[src/rtl/mc_pkg.sv]
// Shared definitions for the multi-cycle MIPS-subset controller: opcodes,
// function codes, ALU encodings, FSM states and instruction classes.
package mc_pkg;

    localparam logic [5:0] OP_RTYPE  = 6'h00;
    localparam logic [5:0] OP_REGIMM = 6'h01;
    localparam logic [5:0] OP_J      = 6'h02;
    localparam logic [5:0] OP_JAL    = 6'h03;
    localparam logic [5:0] OP_BEQ    = 6'h04;
    localparam logic [5:0] OP_ADDIU  = 6'h09;
    localparam logic [5:0] OP_ORI    = 6'h0D;
    localparam logic [5:0] OP_LUI    = 6'h0F;
    localparam logic [5:0] OP_LW     = 6'h23;
    localparam logic [5:0] OP_SW     = 6'h2B;

    localparam logic [5:0] FN_JR     = 6'h08;
    localparam logic [5:0] FN_MFHI   = 6'h10;
    localparam logic [5:0] FN_MFLO   = 6'h12;
    localparam logic [5:0] FN_MULTU  = 6'h19;
    localparam logic [5:0] FN_ADDU   = 6'h21;
    localparam logic [5:0] FN_SUBU   = 6'h23;
    localparam logic [5:0] FN_AND    = 6'h24;
    localparam logic [5:0] FN_OR     = 6'h25;
    localparam logic [5:0] FN_SLTU   = 6'h2B;

    localparam logic [2:0] ALU_ADDU  = 3'b101;
    localparam logic [2:0] ALU_SUBU  = 3'b001;
    localparam logic [2:0] ALU_AND   = 3'b111;
    localparam logic [2:0] ALU_OR    = 3'b110;
    localparam logic [2:0] ALU_SLTU  = 3'b000;
    localparam logic [2:0] ALU_MULTU = 3'b100;
    localparam logic [2:0] ALU_LUI   = 3'b011;
    localparam logic [2:0] ALU_BLTZ  = 3'b010;

    typedef enum logic [2:0] {
        ST_FETCH   = 3'd0,
        ST_DECODE  = 3'd1,
        ST_EXEC    = 3'd2,
        ST_MEM     = 3'd3,
        ST_WB      = 3'd4,
        ST_MULWAIT = 3'd5,
        ST_HALT    = 3'd6
    } state_e;

    typedef enum logic [3:0] {
        CL_ILLEGAL = 4'd0,
        CL_RALU    = 4'd1,
        CL_IALU    = 4'd2,
        CL_LW      = 4'd3,
        CL_SW      = 4'd4,
        CL_BEQ     = 4'd5,
        CL_BLTZ    = 4'd6,
        CL_J       = 4'd7,
        CL_JAL     = 4'd8,
        CL_JR      = 4'd9,
        CL_MULTU   = 4'd10
    } iclass_e;

endpackage

[src/rtl/mc_control_if.sv]
// Controller <-> datapath/memory signal bundle; the controller uses the
// master modport, the datapath/memory side the slave modport.
interface mc_control_if #(
    parameter int REG_AW = 5
);
    logic [31:0]       instr;
    logic              zero;
    logic              memready;
    logic              memreq;
    logic              irwrite;
    logic              pcwrite;
    logic              memtoreg;
    logic              memwrite;
    logic              dobranch;
    logic              alusrcbimm;
    logic              regwrite;
    logic              dojump;
    logic [REG_AW-1:0] destreg;
    logic [2:0]        alucontrol;
    logic              hilowrite;
    logic              illegal;

    modport master (
        input  instr, zero, memready,
        output memreq, irwrite, pcwrite, memtoreg, memwrite, dobranch,
               alusrcbimm, regwrite, dojump, destreg, alucontrol,
               hilowrite, illegal
    );

    modport slave (
        output instr, zero, memready,
        input  memreq, irwrite, pcwrite, memtoreg, memwrite, dobranch,
               alusrcbimm, regwrite, dojump, destreg, alucontrol,
               hilowrite, illegal
    );
endinterface

[src/rtl/mc_decode.sv]
// Combinational opcode/funct decoder: instruction class and ALU operation.
module mc_decode
    import mc_pkg::*;
(
    input  logic [5:0] op_i,
    input  logic [5:0] funct_i,
    input  logic [4:0] rt_i,
    output iclass_e    class_o,
    output logic [2:0] alu_o
);

    // Class and ALU op lookup; anything unmatched stays CL_ILLEGAL.
    always_comb begin
        class_o = CL_ILLEGAL;
        alu_o   = ALU_SLTU;
        case (op_i)
            OP_RTYPE: begin
                case (funct_i)
                    FN_ADDU:  begin class_o = CL_RALU;  alu_o = ALU_ADDU;  end
                    FN_SUBU:  begin class_o = CL_RALU;  alu_o = ALU_SUBU;  end
                    FN_AND:   begin class_o = CL_RALU;  alu_o = ALU_AND;   end
                    FN_OR:    begin class_o = CL_RALU;  alu_o = ALU_OR;    end
                    FN_SLTU:  begin class_o = CL_RALU;  alu_o = ALU_SLTU;  end
                    FN_MFHI,
                    FN_MFLO:  begin class_o = CL_RALU;  alu_o = ALU_ADDU;  end
                    FN_MULTU: begin class_o = CL_MULTU; alu_o = ALU_MULTU; end
                    FN_JR:    begin class_o = CL_JR;    alu_o = ALU_SLTU;  end
                    default:  begin class_o = CL_ILLEGAL; alu_o = ALU_SLTU; end
                endcase
            end
            OP_REGIMM: begin
                // Only BLTZ (rt == 0) exists in this subset.
                if (rt_i == 5'd0) begin
                    class_o = CL_BLTZ;
                    alu_o   = ALU_BLTZ;
                end else begin
                    class_o = CL_ILLEGAL;
                    alu_o   = ALU_SLTU;
                end
            end
            OP_J:     begin class_o = CL_J;    alu_o = ALU_SLTU; end
            OP_JAL:   begin class_o = CL_JAL;  alu_o = ALU_ADDU; end
            OP_BEQ:   begin class_o = CL_BEQ;  alu_o = ALU_SUBU; end
            OP_ADDIU: begin class_o = CL_IALU; alu_o = ALU_ADDU; end
            OP_ORI:   begin class_o = CL_IALU; alu_o = ALU_OR;   end
            OP_LUI:   begin class_o = CL_IALU; alu_o = ALU_LUI;  end
            OP_LW:    begin class_o = CL_LW;   alu_o = ALU_ADDU; end
            OP_SW:    begin class_o = CL_SW;   alu_o = ALU_ADDU; end
            default:  begin class_o = CL_ILLEGAL; alu_o = ALU_SLTU; end
        endcase
    end

endmodule

[src/rtl/mc_control.sv]
// Multi-cycle control FSM with memory wait states and counted MULTU.
// Optional macro MC_ILLEGAL_TRAP_EN: illegal instructions halt until reset.
module mc_control
    import mc_pkg::*;
#(
    parameter int MUL_CYCLES = 4,
    parameter int REG_AW     = 5,
    parameter int LINK_REG   = 31
) (
    input  logic         clk,
    input  logic         reset,
    mc_control_if.master bus
);

    localparam int              CNT_W    = (MUL_CYCLES > 1) ? $clog2(MUL_CYCLES) : 1;
    localparam logic [CNT_W-1:0] CNT_LOAD = CNT_W'(MUL_CYCLES - 1);

    state_e            state_q, state_d;
    logic [CNT_W-1:0]  cnt_q, cnt_d;
    logic [5:0]        op_q, op_d, funct_q, funct_d;
    logic [4:0]        rt_q, rt_d, rd_q, rd_d;

    logic [5:0]        dec_op_s, dec_funct_s;
    logic [4:0]        dec_rt_s;
    iclass_e           class_s;
    logic [2:0]        alu_s;

    logic              memreq_s, irwrite_s, pcwrite_s, memtoreg_s, memwrite_s;
    logic              dobranch_s, alusrcbimm_s, regwrite_s, dojump_s;
    logic              hilowrite_s, illegal_s;
    logic [REG_AW-1:0] destreg_s;
    logic [2:0]        alucontrol_s;
    logic              unused_s;

    assign unused_s = ^{bus.instr[25:21], bus.instr[10:6]};

    // DECODE classifies the live word; later states use the latched fields.
    always_comb begin
        if (state_q == ST_DECODE) begin
            dec_op_s    = bus.instr[31:26];
            dec_funct_s = bus.instr[5:0];
            dec_rt_s    = bus.instr[20:16];
        end else begin
            dec_op_s    = op_q;
            dec_funct_s = funct_q;
            dec_rt_s    = rt_q;
        end
    end

    mc_decode u_decode (
        .op_i    (dec_op_s),
        .funct_i (dec_funct_s),
        .rt_i    (dec_rt_s),
        .class_o (class_s),
        .alu_o   (alu_s)
    );

    // State, MULTU counter and instruction field registers.
    always_ff @(posedge clk) begin
        if (reset) begin
            state_q <= ST_FETCH;
            cnt_q   <= '0;
            op_q    <= 6'd0;
            funct_q <= 6'd0;
            rt_q    <= 5'd0;
            rd_q    <= 5'd0;
        end else begin
            state_q <= state_d;
            cnt_q   <= cnt_d;
            op_q    <= op_d;
            funct_q <= funct_d;
            rt_q    <= rt_d;
            rd_q    <= rd_d;
        end
    end

    // Next state and Moore/Mealy controls; reset forces every output low.
    always_comb begin
        state_d      = state_q;
        cnt_d        = cnt_q;
        op_d         = op_q;
        funct_d      = funct_q;
        rt_d         = rt_q;
        rd_d         = rd_q;
        memreq_s     = 1'b0;
        irwrite_s    = 1'b0;
        pcwrite_s    = 1'b0;
        memtoreg_s   = 1'b0;
        memwrite_s   = 1'b0;
        dobranch_s   = 1'b0;
        alusrcbimm_s = 1'b0;
        regwrite_s   = 1'b0;
        dojump_s     = 1'b0;
        hilowrite_s  = 1'b0;
        illegal_s    = 1'b0;
        destreg_s    = '0;
        alucontrol_s = 3'b000;
        if (reset) begin
            state_d = ST_FETCH;
        end else begin
            case (state_q)
                ST_FETCH: begin
                    memreq_s = 1'b1;
                    if (bus.memready) begin
                        irwrite_s = 1'b1;
                        pcwrite_s = 1'b1;
                        state_d   = ST_DECODE;
                    end else begin
                        state_d   = ST_FETCH;
                    end
                end
                ST_DECODE: begin
                    op_d    = bus.instr[31:26];
                    funct_d = bus.instr[5:0];
                    rt_d    = bus.instr[20:16];
                    rd_d    = bus.instr[15:11];
                    if (class_s == CL_ILLEGAL) begin
                        illegal_s = 1'b1;
`ifdef MC_ILLEGAL_TRAP_EN
                        state_d   = ST_HALT;
`else
                        state_d   = ST_FETCH;
`endif
                    end else begin
                        state_d   = ST_EXEC;
                    end
                end
                ST_EXEC: begin
                    case (class_s)
                        CL_RALU: begin
                            alucontrol_s = alu_s;
                            state_d      = ST_WB;
                        end
                        CL_IALU: begin
                            alucontrol_s = alu_s;
                            alusrcbimm_s = 1'b1;
                            state_d      = ST_WB;
                        end
                        CL_LW, CL_SW: begin
                            alucontrol_s = ALU_ADDU;
                            alusrcbimm_s = 1'b1;
                            state_d      = ST_MEM;
                        end
                        CL_BEQ, CL_BLTZ: begin
                            alucontrol_s = alu_s;
                            dobranch_s   = bus.zero;
                            state_d      = ST_FETCH;
                        end
                        CL_J, CL_JR: begin
                            dojump_s = 1'b1;
                            state_d  = ST_FETCH;
                        end
                        CL_JAL: begin
                            dojump_s     = 1'b1;
                            regwrite_s   = 1'b1;
                            destreg_s    = REG_AW'(LINK_REG);
                            alucontrol_s = ALU_ADDU;
                            state_d      = ST_FETCH;
                        end
                        CL_MULTU: begin
                            alucontrol_s = ALU_MULTU;
                            cnt_d        = CNT_LOAD;
                            state_d      = ST_MULWAIT;
                        end
                        default: begin
                            state_d = ST_FETCH;
                        end
                    endcase
                end
                ST_MEM: begin
                    memreq_s   = 1'b1;
                    memwrite_s = (class_s == CL_SW);
                    if (bus.memready) begin
                        state_d = (class_s == CL_LW) ? ST_WB : ST_FETCH;
                    end else begin
                        state_d = ST_MEM;
                    end
                end
                ST_WB: begin
                    regwrite_s = 1'b1;
                    memtoreg_s = (class_s == CL_LW);
                    destreg_s  = (class_s == CL_RALU) ? REG_AW'(rd_q) : REG_AW'(rt_q);
                    state_d    = ST_FETCH;
                end
                ST_MULWAIT: begin
                    if (cnt_q == '0) begin
                        hilowrite_s = 1'b1;
                        state_d     = ST_FETCH;
                    end else begin
                        cnt_d       = cnt_q - CNT_W'(1);
                    end
                end
                ST_HALT: begin
`ifdef MC_ILLEGAL_TRAP_EN
                    illegal_s = 1'b1;
                    state_d   = ST_HALT;
`else
                    state_d   = ST_FETCH;
`endif
                end
                default: begin
                    state_d = ST_FETCH;
                end
            endcase
        end
    end

    assign bus.memreq     = memreq_s;
    assign bus.irwrite    = irwrite_s;
    assign bus.pcwrite    = pcwrite_s;
    assign bus.memtoreg   = memtoreg_s;
    assign bus.memwrite   = memwrite_s;
    assign bus.dobranch   = dobranch_s;
    assign bus.alusrcbimm = alusrcbimm_s;
    assign bus.regwrite   = regwrite_s;
    assign bus.dojump     = dojump_s;
    assign bus.hilowrite  = hilowrite_s;
    assign bus.illegal    = illegal_s;
    assign bus.destreg    = destreg_s;
    assign bus.alucontrol = alucontrol_s;

endmodule

[src/flat_wrapper.sv]
// flat-port wrapper written by rule: the top's interface ports become plain ports
module mc_control_flat import mc_pkg::*;
#(
    parameter int MUL_CYCLES = 4,
    parameter int REG_AW     = 5,
    parameter int LINK_REG   = 31
)
  (clk, reset, bus_instr, bus_zero, bus_memready, bus_memreq, bus_irwrite, bus_pcwrite, bus_memtoreg, bus_memwrite, bus_dobranch, bus_alusrcbimm, bus_regwrite, bus_dojump, bus_destreg, bus_alucontrol, bus_hilowrite, bus_illegal);
  mc_control_if #(.REG_AW(REG_AW)) bus_i ();
  input  logic clk;
  input  logic reset;
  input wire logic [$bits(bus_i.instr)-1:0] bus_instr;
  input wire logic [$bits(bus_i.zero)-1:0] bus_zero;
  input wire logic [$bits(bus_i.memready)-1:0] bus_memready;
  output wire logic [$bits(bus_i.memreq)-1:0] bus_memreq;
  output wire logic [$bits(bus_i.irwrite)-1:0] bus_irwrite;
  output wire logic [$bits(bus_i.pcwrite)-1:0] bus_pcwrite;
  output wire logic [$bits(bus_i.memtoreg)-1:0] bus_memtoreg;
  output wire logic [$bits(bus_i.memwrite)-1:0] bus_memwrite;
  output wire logic [$bits(bus_i.dobranch)-1:0] bus_dobranch;
  output wire logic [$bits(bus_i.alusrcbimm)-1:0] bus_alusrcbimm;
  output wire logic [$bits(bus_i.regwrite)-1:0] bus_regwrite;
  output wire logic [$bits(bus_i.dojump)-1:0] bus_dojump;
  output wire logic [$bits(bus_i.destreg)-1:0] bus_destreg;
  output wire logic [$bits(bus_i.alucontrol)-1:0] bus_alucontrol;
  output wire logic [$bits(bus_i.hilowrite)-1:0] bus_hilowrite;
  output wire logic [$bits(bus_i.illegal)-1:0] bus_illegal;
  assign bus_i.instr = bus_instr;
  assign bus_i.zero = bus_zero;
  assign bus_i.memready = bus_memready;
  assign bus_memreq = bus_i.memreq;
  assign bus_irwrite = bus_i.irwrite;
  assign bus_pcwrite = bus_i.pcwrite;
  assign bus_memtoreg = bus_i.memtoreg;
  assign bus_memwrite = bus_i.memwrite;
  assign bus_dobranch = bus_i.dobranch;
  assign bus_alusrcbimm = bus_i.alusrcbimm;
  assign bus_regwrite = bus_i.regwrite;
  assign bus_dojump = bus_i.dojump;
  assign bus_destreg = bus_i.destreg;
  assign bus_alucontrol = bus_i.alucontrol;
  assign bus_hilowrite = bus_i.hilowrite;
  assign bus_illegal = bus_i.illegal;
  mc_control #(.MUL_CYCLES(MUL_CYCLES), .REG_AW(REG_AW), .LINK_REG(LINK_REG)) u_core (.clk(clk), .reset(reset), .bus(bus_i));
endmodule
[config.mk]
export PLATFORM = sky130hd
export DESIGN_NAME = mc_control_flat
export DESIGN_NICKNAME = d
export VERILOG_FILES = /design/src/rtl/mc_pkg.sv /design/src/rtl/mc_control_if.sv /design/src/rtl/mc_decode.sv /design/src/rtl/mc_control.sv /design/src/flat_wrapper.sv
export SDC_FILE = /design/constraint.sdc
export NUM_CORES = 1
export LEC_CHECK = 0
export CAP_MARGIN = 10
export CORE_ASPECT_RATIO = 0.7
export CORE_MARGIN = 2
export CORE_UTILIZATION = 53
export CTS_CLUSTER_DIAMETER = 200
export DETAILED_ROUTE_END_ITERATION = 16
export MAX_ROUTING_LAYER = met4
export PLACE_DENSITY = 0.88
export SYNTH_ARGS = -nofsm -noshare
export SYNTH_HDL_FRONTEND = slang
export SYNTH_SLANG_ARGS = --single-unit
[constraint.sdc]
create_clock -name clk -period 5.97 [get_ports clk]
set_clock_uncertainty 0.2 [all_clocks]
set_input_delay 1.194 -clock clk [delete_from_list [all_inputs] [get_ports clk]]
set_output_delay 1.194 -clock clk [all_outputs]
set_load 0.03 [all_outputs]
## Word level (Yosys, flattened, before mapping)

Index checks and enable logic that the tools add are counted.

| word-level totals | value |
|---|---|
| memories | 0 |
| bits in read-only memories | 0 |
| RAM bits | 0 |
| output and inout bits | 19 |
| bits in registers | 27 |
| bits in latches | 0 |

| operators by class | value |
|---|---|
| bitwise gates (word level) | 0 |
| eq/ne operators | 36 |
| $add $sub $neg | 1 |
| reductions and logical operators | 19 |
| shifts and indexed selects | 0 |
| mux-type cells | 53 |
| div/mod/pow operators | 0 |
| $lt $le $gt $ge | 0 |
| multipliers | 0 |

Operators with widths:

| operator | number |
|---|---|
| equality test 6 bit (second input constant) | 7 |
| case mux 4 bit (8 select lines) | 1 |
| case mux 3 bit (5 select lines) | 2 |
| 2-to-1 mux 1 bit | 27 |
| equality test 6 x 4 -> 1 bit (second input constant) | 4 |
| 2-to-1 mux 5 bit | 4 |
| equality test 6 x 5 -> 1 bit (second input constant) | 3 |
| 2-to-1 mux 3 bit | 6 |
| case mux 3 bit (3 select lines) | 2 |
| case mux 3 bit (6 select lines) | 1 |
| equality test 4 x 3 -> 1 bit (second input constant) | 4 |
| OR reduction 3 bit | 5 |
| equality test 4 bit (second input constant) | 3 |
| equality test 6 x 2 -> 1 bit (second input constant) | 2 |
| 2-to-1 mux 6 bit | 2 |
| case mux 4 bit (3 select lines) | 1 |
| case mux 5 bit (2 select lines) | 1 |
| equality test 4 x 2 -> 1 bit (second input constant) | 2 |
| 2-to-1 mux 2 bit | 4 |
| OR reduction 2 bit | 4 |
| OR reduction 4 bit | 2 |
| OR reduction 7 bit | 1 |
| equality test 3 x 2 -> 1 bit (second input constant) | 2 |
| equality test 3 bit (second input constant) | 2 |
| 16 further kinds | 17 |

## Depth between registers and ports, before layout

| logic depth | value |
|---|---|
| depth after elaboration | 11 |
| gate-level depth with buffers | 11 |
| depth with buffers taken out | 7 |

## Modules after synthesis

Synthesis repeated with hierarchy kept, for this count alone.

| unflattened totals | value |
|---|---|
| cell total of the unflattened synthesis | 236 |
| area, all modules | 2,059.5 µm² |

By module, submodules not included:

| module | cells an instance | times used | area each (µm²) |
|---|---|---|---|
| mc_control | 169 | 1 | 1,629.1 |
| mc_decode | 67 | 1 | 430.4 |

## Worst setup path before layout

OpenSTA, ideal clock, no wires.

| timing path | value |
|---|---|
| kind | input -> output |
| start | input port bus_instr[26] |
| end | output port bus_dobranch |
| stages on the path | 7 |
| arrival | 3.566 ns |
| buffers on the path | 1 |
| setup slack | 1.010 ns |
| required time | 4.576 ns |
| cells stage by stage | or4_4 o32ai_4 o2111ai_1 and3_1 buf_2 xor2_1 nor4_1 |

| on the way | value |
|---|---|
| word-level cells in the longest chain between the ends | 9 |
| elaborated cells on any way between the ends | 19 |
| those cells by class | eq/ne (11); mux (5); reduce/logical (3) |

RTL lines:

| item | line | text |
|---|---|---|
| start, declared | flat_wrapper.sv:12 | `input wire logic [$bits(bus_i.instr)-1:0] bus_instr;` |
| 2-to-1 mux 6 bit (*) | n/a |  |
| equality test 6 x 4 -> 1 bit | mc_decode.sv:16 | `case (op_i)` |
| OR reduction 3 bit (no source line) | n/a |  |
| case mux 4 bit (8 select lines) (*) | mc_decode.sv:16 |  |
| equality test 4 x 3 -> 1 bit | mc_control.sv:129 | `case (class_s)` |
| OR reduction 2 bit (*) | mc_control.sv:129 |  |
| 2-to-1 mux 1 bit (*) | mc_control.sv:129 |  |
| 2-to-1 mux 1 bit (*) | mc_control.sv:101 | `case (state_q)` |
| 2-to-1 mux 1 bit (*) | mc_control.sv:98 | `if (reset) begin` |
| end, declared | flat_wrapper.sv:20 | `output wire logic [$bits(bus_i.dobranch)-1:0] bus_dobranch;` |

Mark *: on every way between the ends. The rest lies on a longest branch, timed or not.

## Final worst setup path

| timing path | value |
|---|---|
| start | input port bus_instr[26] |
| end | output port bus_destreg[3] |

| on the way | value |
|---|---|
| word-level cells in the longest chain between the ends | 8 |
| elaborated cells on any way between the ends | 19 |
| those cells by class | eq/ne (11); mux (6); reduce/logical (2) |

RTL lines:

| item | line | text |
|---|---|---|
| 2-to-1 mux 6 bit (*) | n/a |  |
| equality test 6 x 4 -> 1 bit | mc_decode.sv:16 |  |
| OR reduction 3 bit (no source line) | n/a |  |
| case mux 4 bit (8 select lines) (*) | mc_decode.sv:16 |  |
| equality test 4 x 1 -> 1 bit or equality test 4 bit (tied branches) | mc_control.sv:182, mc_control.sv:129 |  |
| 2-to-1 mux 5 bit, on equally long branches | mc_control.sv:182, mc_control.sv:129 |  |
| case mux 5 bit (2 select lines) (*) | mc_control.sv:101 |  |
| 2-to-1 mux 5 bit (*) | mc_control.sv:98 |  |
| end, declared | flat_wrapper.sv:24 | `output wire logic [$bits(bus_i.destreg)-1:0] bus_destreg;` |

Marks and branches as above.

==> qor_table.md <==
| Parameter | This run | Unit |
|:---|:---|:---|
| Area growth from synthesis to layout | 24.0 | % |
| Bufs and invs on worst path | 2 | - |
| Distinct cell type count of the synthesized netlist | 56 | - |
| Total negative slack for setup checks | 0 | ps |
| Antenna-violating nets left | 0 | - |
| Critical path origin | bus_instr[26] | - |
| Element type at the critical path start | input port | - |
| Setup violators final | 0 | - |
| Area of the die | 4550 | um^2 |
| Worst Hold Margin | 274 | ps |
| Int Pwr | 0.000303 | W |
| Number of synthesized flops with an enable pin | 0 | - |
| Kind of capture point of the worst setup path | output pin | - |
| Standard cell with the maximum stage delay on the critical path | clkdlybuf4s50_1 | - |
| Floorplan die width | 79.8 | um |
| Nets | 363 | - |
| Switching power | 0.000160 | W |
| Combinational share of power | 0.333 | - |
| Proportion of synthesized area in mux cells | 0.0599 | - |
| Worst Path Arrival | 4370 | ps |
| RSZ-0062 raised after global routing | false | - |
| Via density per instance | 6.10 | - |
| Clock network fraction of total power | 0.228 | - |
| Count of unresolved DRC violations after routing | 0 | - |
| Resized cells post-CTS | 0 | - |
| CP required | 4580 | ps |
| Commonest non-fill, non-tap cell in the layout | nand2_1 | - |
| Crit-path most repeated cell | clkdlybuf4s50_1 | - |
| Register-to-register setup slack | 2750 | ps |
| Area of the core | 3900 | um^2 |
| Synthesized-area fraction occupied by and/or/nand/nor cells | 0.370 | - |
| Post-Synth XOR/XNOR Area | 0.0247 | - |
| Number of nets produced by synthesis | 325 | - |
| Antenna diode instance count | 0 | - |
| First drt pass iteration count | 5 | - |
| Number of H-tree levels | 1 | - |
| Clock tree root driver cell | clkbuf_8 | - |
| Max VDD drop | 0.117 | mV |
| Detail-routed net length per standard cell | 15.1 | um |
| Pin count of the biggest net entering global routing | 20 | - |
| Cells after synthesis | 288 | - |
| Ys flop type | dfxtp_1 | - |
| Switching Fraction | 0.346 | - |
| Die height | 57.1 | um |
| Initial antenna violation count | 0 | - |
| Total of flip-flops plus latches after synthesis | 27 | - |
| Yosys warning total | 0 | - |
| DP Wirelength | 4.34 | mm |
| Total CTS buffers | 3 | - |
| Hold path depth | 2 | - |
| Top-level port count | 55 | - |
| Area of the mapped netlist | 2130 | um^2 |
| Leading cell types in the layout, fill and taps excluded | nand2_1 (46), clkdlybuf4s50_1 (44), dfxtp_1 (27) | - |
| Total track usage | 0.268 | - |
| Number of hold buffers added after cts | 0 | - |
| Leakage Power | 0.914 | nW |
| Clock latency reported for the late side of the worst-skew pair | 270 | ps |
| Largest delay share family, worst path | simple AND/OR/NAND/NOR gates | - |
| Portion of total power attributed to sequential cells | 0.439 | - |
| Share of the synthesized area in compound gates (AO/OA/AOI/OAI) | 0.214 | - |
| Min setup slack post-route | 203 | ps |
| Worst setup path class | input port to output pin | - |
| Fraction of layout cells with a size suffix above 1 | 0.0892 | - |
| Synth Area per Inst | 7.40 | um^2 |
| Standard-cell rows | 19 | - |
| Critical-path maximum fanout | 13 | - |
| Largest family of logic cells by synthesized area | simple AND/OR/NAND/NOR gates | - |
| Crit path time final | 5770 | ps |
| Global-route wire length before repair | 9.49 | mm |
| Detailed Route Iter0 Violations | 147 | - |
| Pwr dens | 175 | nW/um^2 |
| # Max-Cap Violations | 0 | - |
| Count of buffers from port buffering | 44 | - |
| Hold path start | u_core.rd_q[3] | - |
| Final estimated routing congestion in global placement | 0.956 | - |
| Endpoint of the lowest-slack register-to-register path | u_core.state_q[2] | - |
| Launching point of the worst reg2reg path | u_core.state_q[0] | - |
| Vias after detailed routing | 2,301 | - |
| Adder and majority gate portion of the synthesized area | 0.00587 | - |
| DRT Wirelength | 5.71 | mm |
| Via count of the first global-routing pass | 2,048 | - |
| Transition at the pin with the smallest max-transition slack | 633 | ps |
| Total overflow reported by the global router | 0 | - |
| Maximum root-to-sink buffer count | 2 | - |
| TritonCTS clock tree | done | - |
| Endpoints failing hold | 0 | - |
| Slew headroom | 0.577 | - |
| # clock sinks | 27 | - |
| Hold WC Path Type | flop to flop | - |
| Tcrit/Tclk final | 0.966 | - |
| Sequential share of the synthesized area | 0.254 | - |
| Hold worst-path end | u_core.rd_q[3] | - |
| CTS clock-pin slew for the worst setup and hold paths | 90 | ps |
| Number of cells traversed by the worst register-to-register path | 8 | - |
| Slew Viols, Final | 0 | - |
| Fraction of registers with async set or reset after synthesis | 0 | - |
| Chain of cells forming the critical path | clkdlybuf4s50_1, or4_4, o32ai_4, o21ai_0, and3_1, or4_1, nand3_1, clkdlybuf4s50_1 | - |
| Largest stage delay on the critical path | 670 | ps |
| Setup fix buffers added after clock tree synthesis | 0 | - |
| Max Fclk | 0.173 | GHz |
| Starting Density | 0.547 | - |
| Post-Place Setup Slack | 203 | ps |
| Result of the run | finished, final reports clean | - |
cells by family after synthesis:
kind of cell,count (synthesis)
mux,11
flops,27
simple gates,147
compound gates,66
xor+xnor,6
fa+ha+maj,1
buf+inv,30
registers in the layout, summed over array words and instances (netlist names):
register,count
u_core.funct_q,6
u_core.op_q,6
u_core.rd_q,5
u_core.rt_q,5
u_core.state_q,3
u_core.cnt_q,2
area by class of cell:
cell class	instances	area [um^2]
clock buffer	3	41.3
sequential	27	541
tap	52	65.1
timing repair buffer	53	508
multi-input combinational	231	1440
inverter	10	37.5
clock inverter	1	5.00
fill	354	1260
synthesized netlist by cell type, types with 2 or more instances:
cell       number  share of area
nand2_1        46          0.081
dfxtp_1        27           0.25
nor2_1         25          0.044
a21oi_1        20          0.047
a31oi_1        12          0.035
nand3_1        12          0.028
clkbuf_1       11          0.019
inv_1          10          0.018
nor3_1         10          0.023
or4_1           9          0.032
mux2i_1         8          0.038
nor3b_1         6          0.021
o21ai_0         6          0.014
nor4_1          5          0.015
o211ai_1        5          0.018
or3_1           5          0.015
and3_1          4          0.012
buf_6           4          0.021
o32ai_1         4          0.016
xor2_1          4          0.016
a211oi_1        3          0.011
nand2b_1        3         0.0088
nand3b_1        3          0.011
nor2b_1         3         0.0088
or2_2           3         0.0088
a311oi_1        2         0.0082
buf_2           2         0.0047
buf_4           2         0.0070
nand4b_1        2         0.0082
nor4b_1         2         0.0082
o2111ai_1       2         0.0082
o22ai_1         2         0.0059
or4_4           2          0.011
xnor2_1         2         0.0082
worst min-delay path: cells and delay by family, from the launching register on:
family          cells  cell delay [ps]
compound gates      1               50
flops               1              330
simple gates        1               60
power groups by stage:
stage | Combinational [W] | Clock, W | Sequential (W)
after global routing | 0.000169 | 0.000116 | 0.000206
after floorplan | 0.000112 | 0 | 0.000201
after detailed placement | 0.000152 | 0 | 0.000207
final | 0.000154 | 0.000106 | 0.000203
after global placement | 0.000150 | 0 | 0.000207
after CTS | 0.000153 | 0.000108 | 0.000203
worst max path at each step:
stage	endpoint	cells past startpoint	slack (ps)
finish	bus_destreg[3]	8	200
global route	bus_destreg[3]	8	50
CTS	bus_destreg[3]	8	190
detailed placement	bus_destreg[3]	8	200
global placement	bus_destreg[2]	8	250
floorplan	bus_dobranch	7	1010
routing by layer:
layer  part of all wire  track usage  routed length, um
met1               0.46        0.375               2650
met2               0.46        0.426               2600
met3              0.078       0.0459                445
met4             0.0018       0.0242                 10
met5                  0            -                  0
metrics by stage:
stage	utilization	area, um^2	cells	power [W]
detailed placement	0.666	2590	373	0.000359
finish	0.677	2640	377	0.000463
global placement	0.666	2590	373	0.000357
CTS	0.677	2640	377	0.000463
floorplan	-	2130	288	0.000313
global route	0.677	2640	377	0.000491
No activity file was read; power rests on OpenSTA's default activity.
